**config.mk**
```make
export PLATFORM = sky130hd
export DESIGN_NAME = word_serializer_flat
export DESIGN_NICKNAME = d
export VERILOG_FILES = /design/src/rtl/ser_chain_pkg.sv /design/src/rtl/word_serializer_if.sv /design/src/rtl/word_hold_reg.sv /design/src/rtl/word_serializer.sv /design/src/flat_wrapper.sv
export SDC_FILE = /design/constraint.sdc
export NUM_CORES = 1
export LEC_CHECK = 0
export CORE_AREA = 2 2 52 54
export CTS_CLUSTER_DIAMETER = 40
export DETAILED_ROUTE_END_ITERATION = 10
export DIE_AREA = 0 0 54 56
export PLACE_DENSITY = 0.73
export SLEW_MARGIN = 20
export SYNTH_ARGS = -nofsm -noshare
export SYNTH_HDL_FRONTEND = slang
export SYNTH_SLANG_ARGS = --single-unit
```
**constraint.sdc**
```tcl
create_clock -name clk -period 1.97 [get_ports clk]
set_input_delay 0.394 -clock clk [delete_from_list [all_inputs] [get_ports clk]]
set_output_delay 0.394 -clock clk [all_outputs]
set_load 0.03 [all_outputs]
```
**src/rtl/ser_chain_pkg.sv**
```systemverilog
// Shared definitions for the bit-serial arithmetic chain.
//   ser_state_t : serializer FSM state encoding
//   cnt_w()     : bit-counter width for a given word width, never below 1
//   frame_t     : per-bit framing strobes (start/end of word)
package ser_chain_pkg;

    typedef enum logic {
        IDLE  = 1'b0,
        SHIFT = 1'b1
    } ser_state_t;

    // Width of a counter that indexes bits 0..width-1; at least one bit wide.
    function automatic int unsigned cnt_w(input int unsigned width);
        return (width <= 2) ? 1 : $clog2(width);
    endfunction

    typedef struct packed {
        logic sof;
        logic eof;
    } frame_t;

endpackage

```
**src/rtl/word_serializer_if.sv**
```systemverilog
// Parallel word input handshake for the serializer.
//   s_data  : parallel word, bit 0 = LSB
//   s_valid : s_data valid
//   s_ready : sink can accept; transfer on s_valid & s_ready at rising edge
interface word_serializer_if #(
    parameter int unsigned WIDTH = 8
) ();
    logic [WIDTH-1:0] s_data;
    logic             s_valid;
    logic             s_ready;

    modport master (output s_data, output s_valid, input s_ready);
    modport slave  (input s_data, input s_valid, output s_ready);
endinterface

```
**src/rtl/word_hold_reg.sv**
```systemverilog
// One-entry holding register for the next word while the shifter is busy.
//   clk, rstn : clock, async active-low reset
//   load      : capture din and mark full
//   take      : mark empty (contents moved to the shifter)
//   din       : word to capture
//   data, vld : held word and its full flag
module word_hold_reg #(
    parameter int unsigned WIDTH = 8
) (
    input  logic             clk,
    input  logic             rstn,
    input  logic             load,
    input  logic             take,
    input  logic [WIDTH-1:0] din,
    output logic [WIDTH-1:0] data,
    output logic             vld
);

    // load and take are mutually exclusive: load needs an empty slot, take a full one
    always_ff @(posedge clk or negedge rstn) begin
        if (!rstn) begin
            data <= '0;
            vld  <= 1'b0;
        end else if (load) begin
            data <= din;
            vld  <= 1'b1;
        end else if (take) begin
            vld  <= 1'b0;
        end
    end

endmodule

```
**src/rtl/word_serializer.sv**
```systemverilog
// Parallel-to-serial converter: WIDTH-bit words in, LSB-first bit stream out,
// one bit per ser_en cycle, with sof/eof framing and a one-word holding slot
// so back-to-back words stream without a bubble.
//   clk, rstn  : clock, async active-low reset
//   s          : word input handshake (slave side)
//   ser_en     : downstream advance enable, 0 stalls the stream
//   ser_out    : current serial bit (shifter bit 0)
//   ser_valid  : ser_out consumed this cycle
//   ser_sof    : first bit (LSB) of a word, qualified by ser_valid
//   ser_eof    : last bit (MSB) of a word, qualified by ser_valid
//   busy       : a word is being shifted
module word_serializer
    import ser_chain_pkg::*;
#(
    parameter int unsigned WIDTH = 8
) (
    input  logic               clk,
    input  logic               rstn,
    word_serializer_if.slave   s,
    input  logic               ser_en,
    output logic               ser_out,
    output logic               ser_valid,
    output logic               ser_sof,
    output logic               ser_eof,
    output logic               busy
);

    localparam int unsigned          CNT_W = cnt_w(WIDTH);
    localparam logic [CNT_W-1:0]     LAST  = CNT_W'(WIDTH - 1);

    ser_state_t       state_q, state_d;
    logic [WIDTH-1:0] sh_q, sh_d;
    logic [CNT_W-1:0] cnt_q, cnt_d;
    logic [WIDTH-1:0] hold_data;
    logic             hold_vld;
    logic             hold_load;
    logic             hold_take;
    logic             accept;
    frame_t           frame;

    // Ready depends only on registered state
    assign s.s_ready = ~hold_vld;
    assign accept    = s.s_valid & ~hold_vld;

    word_hold_reg #(.WIDTH(WIDTH)) u_hold (
        .clk  (clk),
        .rstn (rstn),
        .load (hold_load),
        .take (hold_take),
        .din  (s.s_data),
        .data (hold_data),
        .vld  (hold_vld)
    );

    // State, shifter and bit counter
    always_ff @(posedge clk or negedge rstn) begin
        if (!rstn) begin
            state_q <= IDLE;
            sh_q    <= '0;
            cnt_q   <= '0;
        end else begin
            state_q <= state_d;
            sh_q    <= sh_d;
            cnt_q   <= cnt_d;
        end
    end

    // Next state, shifter update and holding-register control
    always_comb begin
        state_d   = state_q;
        sh_d      = sh_q;
        cnt_d     = cnt_q;
        hold_load = 1'b0;
        hold_take = 1'b0;
        case (state_q)
            IDLE: begin
                if (accept) begin
                    sh_d    = s.s_data;
                    cnt_d   = '0;
                    state_d = SHIFT;
                end
            end
            SHIFT: begin
                // Any accept lands in the hold slot unless it bypasses straight
                // into the shifter on the last bit below.
                hold_load = accept;
                if (ser_en) begin
                    if (cnt_q == LAST) begin
                        cnt_d = '0;
                        if (hold_vld) begin
                            sh_d      = hold_data;
                            hold_take = 1'b1;
                        end else if (accept) begin
                            sh_d      = s.s_data;
                            hold_load = 1'b0;
                        end else begin
                            state_d = IDLE;
                        end
                    end else begin
                        sh_d  = sh_q >> 1;
                        cnt_d = cnt_q + CNT_W'(1);
                    end
                end
            end
            default: state_d = IDLE;
        endcase
    end

    // Serial outputs decoded from registered state and ser_en
    always_comb begin
        busy      = (state_q == SHIFT);
        ser_valid = busy & ser_en;
        frame.sof = ser_valid & (cnt_q == '0);
        frame.eof = ser_valid & (cnt_q == LAST);
        ser_out   = sh_q[0];
        ser_sof   = frame.sof;
        ser_eof   = frame.eof;
    end

endmodule
```
**src/flat_wrapper.sv**
```systemverilog
// flat-port wrapper written by rule: the top's interface ports become plain ports
module word_serializer_flat import ser_chain_pkg::*;
#(
    parameter int unsigned WIDTH = 8
)
  (clk, rstn, ser_en, ser_out, ser_valid, ser_sof, ser_eof, busy, s_s_data, s_s_valid, s_s_ready);
  word_serializer_if #(.WIDTH(WIDTH)) s_i ();
  input  logic clk;
  input  logic rstn;
  input  logic ser_en;
  output logic ser_out;
  output logic ser_valid;
  output logic ser_sof;
  output logic ser_eof;
  output logic busy;
  input wire logic [$bits(s_i.s_data)-1:0] s_s_data;
  input wire logic [$bits(s_i.s_valid)-1:0] s_s_valid;
  output wire logic [$bits(s_i.s_ready)-1:0] s_s_ready;
  assign s_i.s_data = s_s_data;
  assign s_i.s_valid = s_s_valid;
  assign s_s_ready = s_i.s_ready;
  word_serializer #(.WIDTH(WIDTH)) u_core (.clk(clk), .rstn(rstn), .s(s_i), .ser_en(ser_en), .ser_out(ser_out), .ser_valid(ser_valid), .ser_sof(ser_sof), .ser_eof(ser_eof), .busy(busy));
endmodule
```
==> impl_metrics.env, run 1 <==
export IMPL_yosys_cell_types_count=25
export IMPL_required_ns=1.58
export IMPL_finalMaxSlewViolations=0
export IMPL_synth_nets=125
export IMPL_routabilityCongestion=0.7799
export IMPL_rows=18
export IMPL_setup_viol=0
export IMPL_vdd_drop_max_mv=0.8798
export IMPL_drt_total_wl_microns=2511
export IMPL_critPathCaptureType="output pin"
export IMPL_dp_final_hpwl_microns=1784
export IMPL_io_pins=18
export IMPL_synth_edf_count=0
export IMPL_r2r_slack_ns=0.34
export IMPL_fin_crit_ns=1.880
export IMPL_vias_per_cell=5.770
export IMPL_synth_area_leaders="dfrtp_1 44%, mux2_4 10%, o211a_1 5.8%"
export IMPL_postSynthCellCount=110
export IMPL_diodes=0
export IMPL_hold_path_class="primary input to asynchronous set/reset pin"
export IMPL_fin_ws_ns=0.09005
export IMPL_drtAntennaViolNets=0
export IMPL_core_area_sq_mm=0.002432
export IMPL_synth_top_area_share_pct=43.80
export IMPL_dp_worst_setup_slack_ns=0.1053
export IMPL_final_common_cell="dfrtp_1"
export IMPL_grt_pass1_vias=914
export IMPL_grt_start_max_net_pins=22
export IMPL_cts_root_buf="clkbuf_4"
export IMPL_rsz0062_at_grt="no"
export IMPL_cp_slowest_cell="dfrtp_1"
export IMPL_fmax_mhz=531.9
export IMPL_async_flop_share_pct=100.0
export IMPL_grt_pass1_wl_microns=4250
export IMPL_syn_area_sq_mm=0.001200
export IMPL_dieArea_sq_mm=0.003024
export IMPL_antenna_found_initial=0
export IMPL_die_w_microns=54
export IMPL_insertion_delay_ns=0.31
export IMPL_port_buffers=17
export IMPL_drt_iter0_markers=17
export IMPL_yosysWarnings=0
export IMPL_nets=147
export IMPL_cp_num_buf_inv=1
export IMPL_worstPathCellList="ha_1 -> ha_2 -> and3_1 -> buf_4"
export IMPL_status="complete, no violations"
export IMPL_die_h_microns=56
export IMPL_crit_type="flip-flop to output pin"
export IMPL_slew_headroom_pct=79.09
export IMPL_power_density_mw_per_mm2=1279
export IMPL_ys_seq_elements=21
export IMPL_dp_cells=157
export IMPL_path_delay_family="flip-flops"
export IMPL_finalCritPeriodShare_pct=95.43
export IMPL_finalHoldViolCount=0
export IMPL_reg2regPathDepth=5
export IMPL_layoutNonFillerInstCount=161
export IMPL_r2r_end="u_core.u_hold.data[5]$_DFFE_PN0P_"
export IMPL_clock_path_buffers=2
export IMPL_yosys_area_top_type="dfrtp_1"
export IMPL_arrival_ns=1.49
export IMPL_final_cell_mix="21 x dfrtp_1, 13 x clkdlybuf4s50_1, 12 x inv_1, 12 x nand2_1"
export IMPL_maxCapViolCount=0
export IMPL_cp_start_kind="flip-flop"
export IMPL_worst_pin_slew_ns=0.3137
export IMPL_drc=0
export IMPL_initial_core_util_pct=49.33
export IMPL_num_vias=929
export IMPL_cts_tree="done"
export IMPL_cts_num_sinks=21
export IMPL_yosysSeqAreaShare_pct=43.80
export IMPL_ys_flop_type="dfrtp_1"
export IMPL_cts_max_level=1
export IMPL_drive_gt1_share_pct=22.14
export IMPL_cts_buffers=3
export IMPL_power_w=0.001841
export IMPL_clk_pin_slew_ns=0.11
export IMPL_fin_skew_ns=0.006003
export IMPL_p_leak_nw=0.6849
export IMPL_area_delta_synth_final_pct=19.92
export IMPL_crit_reg2reg_launch="u_core.cnt_q[1]$_DFFE_PN0P_"
export IMPL_tns_ns=0
export IMPL_syn_area_per_cell_sq_um=10.91
export IMPL_drt_pass1_iter_count=4
export IMPL_path_max_fanout=4
export IMPL_grtUsageTotal_pct=19.02
export IMPL_overflow=0
export IMPL_wl_per_cell_microns=15.60
export IMPL_slowest_delay_ns=0.42
==> worst max path at each step <==
| stage | start | endpoint | cells after the start |
|---|---|---|---|
| global route | ser_en | ser_sof | 4 |
| global placement | ser_en | ser_sof | 4 |
| CTS | u_core.cnt_q[1]$_DFFE_PN0P_ | ser_eof | 4 |
| floorplan | u_core.busy$_DFF_PN0_ | ser_sof | 3 |
| detailed placement | ser_en | ser_sof | 4 |
| finish | u_core.cnt_q[1]$_DFFE_PN0P_ | ser_eof | 4 |
==> layout make-up <==
class / count / area, sq um
fill: 219 / 993.5
inverter: 12 / 45.04
sequential: 21 / 525.5
clock buffer: 4 / 26.28
tap: 30 / 37.54
multi-input combinational: 70 / 590.6
timing repair buffer: 24 / 214.0
==> metrics by stage <==
stage / instance area, sq um / hold slack, ns / utilization [%]
final: 1439 / 0.4090 / 59.16
after global routing: 1439 / 0.4410 / 59.16
after CTS: 1436 / 0.4165 / 59.05
after detailed placement: 1411 / 0.4915 / 58.02
after global placement: 1411 / 0.4899 / 58.02
after floorplan: 1205 / 0.09841 / -
==> worst reg2reg max path: stages, from the launching register on <==
cell	delay, ns
dfrtp_1	0.42
ha_1	0.20
ha_2	0.19
nand2_1	0.08
and3_4	0.31
mux2_4	0.33
==> synthesized netlist by cell type, types with 2 or more instances <==
| cell type | number |
|---|---|
| nand2_1 | 12 |
| o21ai_0 | 10 |
| mux2_2 | 3 |
| a22o_1 | 2 |
| mux2_4 | 8 |
| buf_6 | 2 |
| a22oi_1 | 7 |
| o221ai_1 | 7 |
| o211a_1 | 7 |
| dfrtp_1 | 21 |
| buf_2 | 4 |
| ha_1 | 3 |
| inv_1 | 12 |
==> cell families after synthesis <==
group | after synthesis | synth area share [%]
AOI/OAI and AO/OA | 35 | 22.00
buffers and inverters | 19 | 7.611
muxes | 11 | 12.83
adders and majority gates | 3 | 3.129
and+or+nand+nor | 21 | 10.64
DFF | 21 | 43.80
==> timing repair <==
item,CTS,global route
cloned,0,0
endpoints found under the setup margin,1,1
hold buffers,0,0
resized for setup,1,1
setup buffers,0,0
==> where the power goes <==
| group | internal [W] | switching (W) |
|---|---|---|
| clock | 0.0000791 | 0.000128 |
| sequential | 0.000627 | 0.000133 |
| combinational | 0.000448 | 0.000426 |
==> flip-flops by register name, summed over array words and instances (netlist names) <==
name	count
u_core.busy	1
u_core.cnt_q	3
u_core.sh_q	8
u_core.u_hold.data	8
u_core.u_hold.vld	1
==> per-layer routing <==
layer  GRT usage [%]  part of all wire [%]
met2           30.14                    48
met1           25.55                    46
met3           5.108                   5.6
met5               0                     0
met4           4.286                   1.0
Note: power is estimated with default switching activity, not from simulation.
==> inputs of run 2 (changes only) <==
- clock period: 1.97 -> 1.85 ns (I/O delays scaled with it)
==> run 2 against run 1 <==
First-iteration DRC count is 18% higher. Global-route usage rose by 0.45 points. Worst setup slack got worse by 0.015 ns.
==> impl_metrics.env, run 2 (synthesis results as in run 1) <==
export IMPL_status="complete, no violations"
export IMPL_grt_pass1_vias=974
export IMPL_vias_per_cell=5.773
export IMPL_multi_input_area_sq_um=598.1
export IMPL_grt_start_max_net_pins=22
export IMPL_path_max_fanout=4
export IMPL_drt_pass1_iter_count=4
export IMPL_holdWs_ns=0.3941
export IMPL_final_common_cell="dfrtp_1"
export IMPL_antenna_found_initial=0
export IMPL_insertion_delay_ns=0.31
export IMPL_cts_root_buf="clkbuf_4"
export IMPL_cts_max_level=1
export IMPL_io_pins=18
export IMPL_switching_share_pct=37.60
export IMPL_critPathCaptureType="output pin"
export IMPL_fin_util_pct=60.44
export IMPL_dp_worst_setup_slack_ns=0.01727
export IMPL_grt_pass1_wl_microns=4360
export IMPL_finalMaxSlewViolations=0
export IMPL_fmax_mhz=563.4
export IMPL_dieArea_sq_mm=0.003024
export IMPL_drtAntennaViolNets=0
export IMPL_clk_pin_slew_ns=0.12
export IMPL_power_switching_w=0.0007579
export IMPL_p_seq_share_pct=40.2
export IMPL_drt_total_wl_microns=2658
export IMPL_required_ns=1.48
export IMPL_r2r_slack_ns=0.25
export IMPL_final_cell_mix="21 x dfrtp_1, 12 x nand2_1, 12 x clkdlybuf4s50_1, 12 x buf_4, 11 x inv_1"
export IMPL_wl_per_cell_microns=16.31
export IMPL_finalHoldViolCount=0
export IMPL_rsz0062_at_grt="yes"
export IMPL_maxCapViolCount=0
export IMPL_fin_crit_ns=1.775
export IMPL_crit_reg2reg_launch="u_core.cnt_q[1]$_DFFE_PN0P_"
export IMPL_dp_final_hpwl_microns=1751
export IMPL_share_comb_of_total_power_pct=48.5
export IMPL_cts_tree="done"
export IMPL_clock_path_buffers=2
export IMPL_fin_skew_ns=0.001354
export IMPL_crit_type="flip-flop to output pin"
export IMPL_port_buffers=17
export IMPL_drive_gt1_share_pct=26.32
export IMPL_finalCritPeriodShare_pct=95.95
export IMPL_power_density_mw_per_mm2=1371
export IMPL_die_h_microns=56
export IMPL_core_area_sq_mm=0.002432
export IMPL_hold_path_class="primary input to asynchronous set/reset pin"
export IMPL_clockPowerShare_pct=11.3
export IMPL_cts_buffers=3
export IMPL_top_regs="u_core.sh_q x8, u_core.u_hold.data x8, u_core.cnt_q x3"
export IMPL_initial_core_util_pct=49.33
export IMPL_die_w_microns=54
export IMPL_fin_ws_ns=0.07501
export IMPL_p_leak_nw=0.6909
export IMPL_arrival_ns=1.40
export IMPL_reg2regPathDepth=5
export IMPL_nets=149
export IMPL_diodes=0
export IMPL_grtUsageTotal_pct=19.47
export IMPL_num_vias=941
export IMPL_r2r_end="u_core.u_hold.data[5]$_DFFE_PN0P_"
export IMPL_setup_viol=0
export IMPL_slew_headroom_pct=77.80
export IMPL_p_int_w=0.001258
export IMPL_cts_num_sinks=21
export IMPL_vdd_drop_max_mv=0.9932
export IMPL_register_area_sq_um=525.5
export IMPL_worst_pin_slew_ns=0.3329
export IMPL_overflow=0
export IMPL_area_delta_synth_final_pct=22.52
export IMPL_cp_start_kind="flip-flop"
export IMPL_rows=18
export IMPL_routabilityCongestion=0.7689
export IMPL_fillCellCount=202
export IMPL_drt_iter0_markers=20
export IMPL_drc=0
==> run 2: critical path: stages, from the launching register on <==
cell and delay [ns]:
dfrtp_1 0.42, ha_2 0.18, ha_2 0.19, and3_4 0.18
buf_6 0.13
==> run 2: metrics by stage <==
step	cells	total power [W]	TNS, ns	instance area [sq um]
global placement	156	0.001696	0	1401
CTS	161	0.001981	0	1441
floorplan	110	0.001472	0	1205
detailed placement	156	0.001730	0	1401
global route	163	0.002172	-0.02727	1470
finish	163	0.002016	0	1470
==> run 2: what timing repair did <==
action	4_1_cts	5_1_grt
endpoints found under the setup margin	1	3
resized for setup	2	4
buffers inserted	1	2
hold buffers	0	0
==> run 2: worst max-delay path by stage <==
stage                                     start                          to  slack (ns)  cells past startpoint
floorplan                 u_core.busy$_DFF_PN0_                     ser_sof        0.17                      3
global placement                         ser_en                     ser_sof        0.04                      4
detailed placement                    s_s_valid  u_core.sh_q[2]$_DFFE_PN0P_        0.02                      6
CTS                 u_core.cnt_q[0]$_DFFE_PN0P_                     ser_eof        0.01                      4
global route        u_core.cnt_q[1]$_DFFE_PN0P_                     ser_sof       -0.02                      5
finish              u_core.cnt_q[1]$_DFFE_PN0P_                     ser_eof        0.08                      4
==> run 2: cell type report <==
type	instances	share of cell area, %
timing repair buffer	26	15.91
multi-input combinational	70	40.68
inverter	12	3.319
clock buffer	4	1.787
sequential	21	35.74
tap	30	2.553
==> run 2: power by group through the flow <==
stage | Clock [W] | Combinational [W] | Sequential, W
floorplan | 0 | 0.000653 | 0.000819
global placement | 0 | 0.000889 | 0.000806
detailed placement | 0 | 0.000915 | 0.000815
CTS | 0.000236 | 0.000940 | 0.000805
global route | 0.000252 | 0.00108 | 0.000837
finish | 0.000228 | 0.000977 | 0.000811
==> run 2: routing by layer <==
metal,wire length [microns],up-vias,part of all wire [%],GRT usage [%]
met2,1336,25,50,30.49
met5,0,-,0,0
met4,30,0,1.1,8.929
met3,103,3,3.9,4.301
met1,1187,467,45,24.96
li1,-,446,-,-
==> inputs of run 3 (changes only) <==
- SLEW_MARGIN: 20 -> default
==> results of run 3 <==
No change in the layout: final DEF, timing and power equal those of run 2.
